==> src/rtl/fp_div_iter.sv <==
// Multi-cycle FP32 divider (OUT = A / B): restoring radix-2, one quotient bit per cycle, truncating.
// Fixed 29-cycle latency; start accepted only in IDLE and never in the done cycle; no queueing.
module fp_div_iter (
  input  logic        clk,
  input  logic        rst,
  input  logic        start,
  input  logic [31:0] A,
  input  logic [31:0] B,
  output logic        busy,
  output logic        done,
  output logic [31:0] OUT
);

  typedef enum logic [1:0] {IDLE, PREP, DIV, NORM} state_t;

  state_t             state, state_nxt;
  logic [31:0]        a_q, b_q;
  logic               sign_q;
  logic signed [9:0]  exp_q;
  logic [23:0]        mb_q;
  logic [24:0]        rem_q;
  logic [25:0]        q_q;
  logic [4:0]         cnt_q;
  logic               spec_q;
  logic [31:0]        spec_res_q;

  // Left shift that brings the leading one of a denormal fraction up to bit 23.
  function automatic logic [4:0] lead_shift(input logic [22:0] f);
    logic [4:0] s;
    s = 5'd0;
    for (int i = 0; i < 23; i++)
      if (f[i]) s = 5'(23 - i);
    return s;
  endfunction

  logic [7:0]        xa, xb;
  logic [22:0]       fa, fb;
  logic [4:0]        la, lb;
  logic [23:0]       ma, mb;
  logic signed [9:0] ea_eff, eb_eff, e_prep;
  logic              a_zero, a_inf, a_nan, b_zero, b_inf, b_nan, so;
  logic              spec_n;
  logic [31:0]       spec_res_n;

  always_comb begin
    xa     = a_q[30:23];
    xb     = b_q[30:23];
    fa     = a_q[22:0];
    fb     = b_q[22:0];
    so     = a_q[31] ^ b_q[31];
    la     = lead_shift(fa);
    lb     = lead_shift(fb);
    ma     = (xa == 8'd0) ? ({1'b0, fa} << la) : {1'b1, fa};
    mb     = (xb == 8'd0) ? ({1'b0, fb} << lb) : {1'b1, fb};
    ea_eff = (xa == 8'd0) ? 10'sd1 - $signed({5'd0, la}) : $signed({2'b00, xa});
    eb_eff = (xb == 8'd0) ? 10'sd1 - $signed({5'd0, lb}) : $signed({2'b00, xb});
    e_prep = ea_eff - eb_eff + 10'sd127;

    a_zero = (xa == 8'h00) && (fa == 23'd0);
    b_zero = (xb == 8'h00) && (fb == 23'd0);
    a_inf  = (xa == 8'hFF) && (fa == 23'd0);
    b_inf  = (xb == 8'hFF) && (fb == 23'd0);
    a_nan  = (xa == 8'hFF) && (fa != 23'd0);
    b_nan  = (xb == 8'hFF) && (fb != 23'd0);

    // Priority: NaN, then INF, then ZERO; the sign is kept even for NaN.
    spec_n     = 1'b1;
    spec_res_n = {so, 8'hFF, 23'h7FFFFF};
    if (a_nan || b_nan || (a_zero && b_zero) || (a_inf && b_inf))
      spec_res_n = {so, 8'hFF, 23'h7FFFFF};
    else if (a_inf || b_zero)
      spec_res_n = {so, 8'hFF, 23'h000000};
    else if (a_zero || b_inf)
      spec_res_n = {so, 8'h00, 23'h000000};
    else
      spec_n = 1'b0;
  end

  logic signed [9:0] e_n, sh_full;
  logic [23:0]       mant_n;
  logic [22:0]       mant_sh;
  logic [4:0]        sh;
  logic [31:0]       norm_res;
  logic [23:0]       rem_sub;

  always_comb begin
    if (q_q[25]) begin
      mant_n = q_q[25:2];
      e_n    = exp_q;
    end else begin
      mant_n = q_q[24:1];
      e_n    = exp_q - 10'sd1;
    end
    sh_full = 10'sd1 - e_n;
    sh      = (sh_full > 10'sd25) ? 5'd25 : sh_full[4:0];
    mant_sh = 23'(mant_n >> sh);
    if (e_n >= 10'sd255)
      norm_res = {sign_q, 8'hFF, 23'h000000};
    else if (e_n <= 10'sd0)
      norm_res = {sign_q, 8'h00, mant_sh};
    else
      norm_res = {sign_q, e_n[7:0], mant_n[22:0]};
    rem_sub = 24'(rem_q - {1'b0, mb_q});
  end

  always_comb begin
    state_nxt = state;
    busy      = (state != IDLE);
    case (state)
      IDLE:    if (start && !done) state_nxt = PREP;
      PREP:    state_nxt = DIV;
      DIV:     if (cnt_q == 5'd25) state_nxt = NORM;
      NORM:    state_nxt = IDLE;
      default: state_nxt = IDLE;
    endcase
  end

  always_ff @(posedge clk or posedge rst) begin
    if (rst) state <= IDLE;
    else     state <= state_nxt;
  end

  always_ff @(posedge clk or posedge rst) begin
    if (rst) begin
      a_q        <= '0;
      b_q        <= '0;
      sign_q     <= 1'b0;
      exp_q      <= '0;
      mb_q       <= '0;
      rem_q      <= '0;
      q_q        <= '0;
      cnt_q      <= '0;
      spec_q     <= 1'b0;
      spec_res_q <= '0;
      done       <= 1'b0;
      OUT        <= '0;
    end else begin
      done <= (state == NORM);
      case (state)
        IDLE: if (start && !done) begin
          a_q <= A;
          b_q <= B;
        end
        PREP: begin
          sign_q     <= so;
          exp_q      <= e_prep;
          mb_q       <= mb;
          rem_q      <= {1'b0, ma};
          q_q        <= '0;
          cnt_q      <= '0;
          spec_q     <= spec_n;
          spec_res_q <= spec_res_n;
        end
        DIV: begin
          cnt_q <= cnt_q + 5'd1;
          if (rem_q >= {1'b0, mb_q}) begin
            q_q   <= {q_q[24:0], 1'b1};
            rem_q <= {rem_sub, 1'b0};
          end else begin
            q_q   <= {q_q[24:0], 1'b0};
            rem_q <= {rem_q[23:0], 1'b0};
          end
        end
        NORM: OUT <= spec_q ? spec_res_q : norm_res;
        default: ;
      endcase
    end
  end

endmodule

==> config.mk <==
export PLATFORM = sky130hd
export DESIGN_NAME = fp_div_iter
export DESIGN_NICKNAME = d
export VERILOG_FILES = /design/src/rtl/fp_div_iter.sv
export SDC_FILE = /design/constraint.sdc
export NUM_CORES = 1
export LEC_CHECK = 0
export ABC_AREA = 1
export CAP_MARGIN = 40
export CORE_MARGIN = 1
export CORE_UTILIZATION = 34
export CTS_CLUSTER_DIAMETER = 120
export DETAILED_ROUTE_END_ITERATION = 8
export DONT_BUFFER_PORTS = 1
export GPL_TIMING_DRIVEN = 0
export MAX_ROUTING_LAYER = met4
export PLACE_DENSITY = 0.53
export SLEW_MARGIN = 20
export SYNTH_ARGS = -nofsm -noshare
export SYNTH_HDL_FRONTEND = slang
export SYNTH_SLANG_ARGS = --single-unit
==> constraint.sdc <==
create_clock -name clk -period 7.09 [get_ports clk]
set_input_delay 1.418 -clock clk [delete_from_list [all_inputs] [get_ports clk]]
set_output_delay 1.418 -clock clk [all_outputs]
set_load 0.02 [all_outputs]
==> results by group <==
Timing
  – Worst clock skew: 12.2 ps
  – Setup TNS: 0 ps
  – Number of pins exceeding their max-slew limit in the final report: 0
  – Top achievable clock speed: 182 MHz
  – Min cycle time layout: 5500 ps
  – Part of the cycle the worst path needs: 77.6%
  – Endpoints failing hold: 0
  – RSZ-0062 raised after global routing: no
  – Setup violation total in the final timing report: 0
  – Worst-margin pin slew: 870 ps
  – Relative slew slack: 41.4%

Clock tree
  – Number of buffers added for setup after CTS: 0
  – Worst-Skew Late Latency: 490 ps
  – Number of hold buffers added after CTS: 0
  – Clock sink count: 193
  – CTS tree: built
  – CTS H-Tree Depth: 4
  – Clk root buf: sky130_fd_sc_hd__clkbuf_16
  – Maximum buffer depth of the clock tree: 2
  – CTS buffer count: 17
  – CTS clock-pin slew for the worst setup and hold paths: 80 ps
  – Post_cts resized: 0

Routing
  – Iteration-0 DRC Markers: 1264
  – Average vias per placed instance: 5.40
  – Wire per inst: 18.9 um
  – Total DRC errors in the routed layout: 0
  – Final wirelength: 53.9 mm
  – Total vias in the final route: 15400
  – Antenna violation net count after detailed routing: 0
  – Detailed-routing iteration count for the pre-antenna-repair pass: 5

Logic synthesis
  – Top FF cell, synth: sky130_fd_sc_hd__dfrtp_1
  – Cell variety after synth: 58
  – Async set or reset register ratio after synthesis: 100%
  – Number of synthesized flops with an enable pin: 0
  – Average cell area after synthesis: 6.58 um^2
  – Syn nets: 2356
  – Synthesized flop and latch total: 193
  – Cell count after synthesis: 2236
  – Cell Area, Synth: 0.0147 mm^2
  – Number of warnings reported in the yosys synthesis log: 0
  – Part of the Yosys area used for sequential elements: 32.8%

GRT
  – Maximum number of pins on one net before global-route repair: 69
  – GRT busiest layer: met2
  – Met2 Use GR: 41.5%
  – Number of antenna violations at the first check in global routing: 0
  – Final global-route overflow total: 0
  – Overall fraction of global-route tracks in use: 25.7%
  – GRT met1 Usage: 33.0%
  – GR Util met3: 3.56%
  – Wire length of the first global-routing pass: 84.7 mm
  – Via count of the first global-routing pass: 14800

Die
  – Floorplan row count: 75
  – Horizontal die dimension: 210 um
  – Floorplan die height: 210 um
  – Die Footprint: 0.0441 mm^2
  – Initial core utilization: 34.7%
  – Io pins: 101
  – Area of the core region: 0.0423 mm^2

Worst setup path
  – Endpoint type of the worst setup path: flop
  – Start-to-end type of the worst setup path: flop to flop
  – Critical-path maximum fanout: 10
  – CP Data Required Time: 7450 ps
  – Buffers & Inverters on Critical Path: 4
  – Data arrival time of the critical path: 5860 ps
  – Slowest cell on crit path: sky130_fd_sc_hd__dfrtp_1
  – CP startpoint kind: flop
  – Dominant delay contributor by cell family on the critical path: compound AO/OA/AOI/OAI gates
  – Peak per-stage delay on the critical path: 440 ps
  – Most frequent CP cell: sky130_fd_sc_hd__nor2_1

Flow run
  – Max-cap violations: 0

Final layout
  – Area Growth Syn to Fin: 9.79%
  – Nets@finish: 2379
  – # diodes: 0
  – Share of final-layout standard cells stronger than drive strength 1: 4.23%
  – Non-filler cells in the finished layout: 2849

Place
  – Total half-perimeter wirelength after legalization and detailed placement: 43.1 mm
  – Count of buffers from port buffering: 0
  – Placed cells: 2816
  – Final GP Congestion: 0.971

Hold path
  – Tightest Hold Check Type: flop to flop

Status
  – Result of the run: finished clean
==> worst register-to-register path, delay by kind of cell (launching register included) <==
family                     cells  cell delay (ps)
AOI/OAI and AO/OA              7             1510
DFF                            1              440
and+or+nand+nor               17             1350
xor gates and xnor gates       1              270
adders and majority gates      3              950
buffers and inverters          4              840
==> worst paths after layout <==
path	from	endpoint	slack [ps]	cells past startpoint
max	b_q[1]	exp_q[8]	1590	32
min	exp_q[8]	exp_q[8]	500	2
max reg2reg	b_q[1]	exp_q[8]	1590	32
min reg2reg	exp_q[8]	exp_q[8]	500	2
max in group asynchronous	rst	a_q[15]	5200	3
min in group asynchronous	rst	OUT[7]	790	1
==> flip-flops by register name, indices dropped and copies added (netlist names), 5 cells and up <==
register and cells:
a_q 32, mb_q 24, q_q 26, exp_q 10
OUT 32, b_q 32, rem_q 25, cnt_q 5
==> cell usage in the layout (no fill, tap or decap), drive strengths merged, types with 14 or more instances in the layout <==
cell type	synthesis	final
dfrtp	193	193
nor3	14	14
nand2	556	556
buf	26	29
nor2	187	187
nand4	16	16
a21oi	190	190
nand3	373	373
xor2	20	20
o211ai	19	19
ha	51	51
o22ai	28	28
inv	230	238
o21ai	138	138
clkbuf	86	105
==> cell usage after synthesis, types with 3 or more instances <==
| cell | n | share of area (%) |
|---|---|---|
| sky130_fd_sc_hd__clkinv_1 | 9 | 0.23 |
| sky130_fd_sc_hd__a22oi_1 | 10 | 0.51 |
| sky130_fd_sc_hd__buf_2 | 11 | 0.37 |
| sky130_fd_sc_hd__o21ai_0 | 129 | 4.4 |
| sky130_fd_sc_hd__a21oi_1 | 189 | 6.4 |
| sky130_fd_sc_hd__a21o_1 | 3 | 0.15 |
| sky130_fd_sc_hd__nand2_2 | 3 | 0.13 |
| sky130_fd_sc_hd__nand2_1 | 551 | 14 |
| sky130_fd_sc_hd__inv_1 | 222 | 5.7 |
| sky130_fd_sc_hd__o31ai_1 | 5 | 0.26 |
| sky130_fd_sc_hd__nand4_1 | 16 | 0.68 |
| sky130_fd_sc_hd__or2_2 | 7 | 0.30 |
| sky130_fd_sc_hd__a211oi_1 | 3 | 0.15 |
| sky130_fd_sc_hd__nor2_1 | 184 | 4.7 |
| sky130_fd_sc_hd__nand3_1 | 372 | 13 |
| sky130_fd_sc_hd__xnor2_1 | 13 | 0.77 |
| sky130_fd_sc_hd__nor4_1 | 12 | 0.51 |
| sky130_fd_sc_hd__inv_2 | 7 | 0.18 |
| sky130_fd_sc_hd__o211ai_1 | 19 | 0.97 |
| sky130_fd_sc_hd__a31oi_1 | 12 | 0.51 |
| sky130_fd_sc_hd__o21ai_1 | 8 | 0.27 |
| sky130_fd_sc_hd__o21bai_1 | 3 | 0.15 |
| sky130_fd_sc_hd__buf_6 | 3 | 0.23 |
| sky130_fd_sc_hd__nor3_1 | 13 | 0.44 |
| sky130_fd_sc_hd__buf_1 | 10 | 0.26 |
| sky130_fd_sc_hd__ha_1 | 51 | 4.3 |
| sky130_fd_sc_hd__xor2_1 | 18 | 1.1 |
| sky130_fd_sc_hd__clkbuf_1 | 86 | 2.2 |
| sky130_fd_sc_hd__dfrtp_1 | 193 | 33 |
| sky130_fd_sc_hd__mux2_2 | 11 | 0.84 |
| sky130_fd_sc_hd__o22ai_1 | 28 | 1.2 |
==> cells by family after synthesis <==
group	Yosys count	synth area share, %
mux	11	0.842
fa+ha+maj	53	4.61
compound gates	423	15.9
flops	193	32.8
xor+xnor	33	2.07
simple gates	1172	34.4
buf+inv	351	9.33
==> final cells by class <==
| type | count | area [um^2] |
|---|---|---|
| clock buffers | 18 | 439 |
| flip-flops and latches | 193 | 4830 |
| repair buffers | 4 | 77.6 |
| plain buffers | 112 | 472 |
| well taps | 577 | 722 |
| multi-input cells | 1692 | 8500 |
| clock inverters | 14 | 193 |
| inverters | 239 | 907 |
| fillers | 4723 | 26200 |
==> stage by stage <==
step | utilization, % | setup WS [ps] | hold WS [ps] | area (um^2)
6_report | 38.1 | 1590 | 504 | 16100
3_5_place_dp | 36.6 | 1680 | 483 | 15500
2_1_floorplan | - | 416 | 448 | 14700
5_1_grt | 38.1 | 1020 | 515 | 16100
4_1_cts | 38.1 | 1630 | 501 | 16100
3_3_place_gp | 36.4 | -2090 | 478 | 15400
==> routing by layer <==
| layer | up-vias | share of wire, % |
|---|---|---|
| met3 | 71 | 4.6 |
| met5 | - | 0 |
| met4 | 0 | 2.9 |
| met2 | 417 | 48 |
| li1 | 7536 | - |
| met1 | 7358 | 45 |
Power is left out: the tool's default activity adds up to more than one toggle a clock period on the data nets, which glitch-free logic cannot reach.
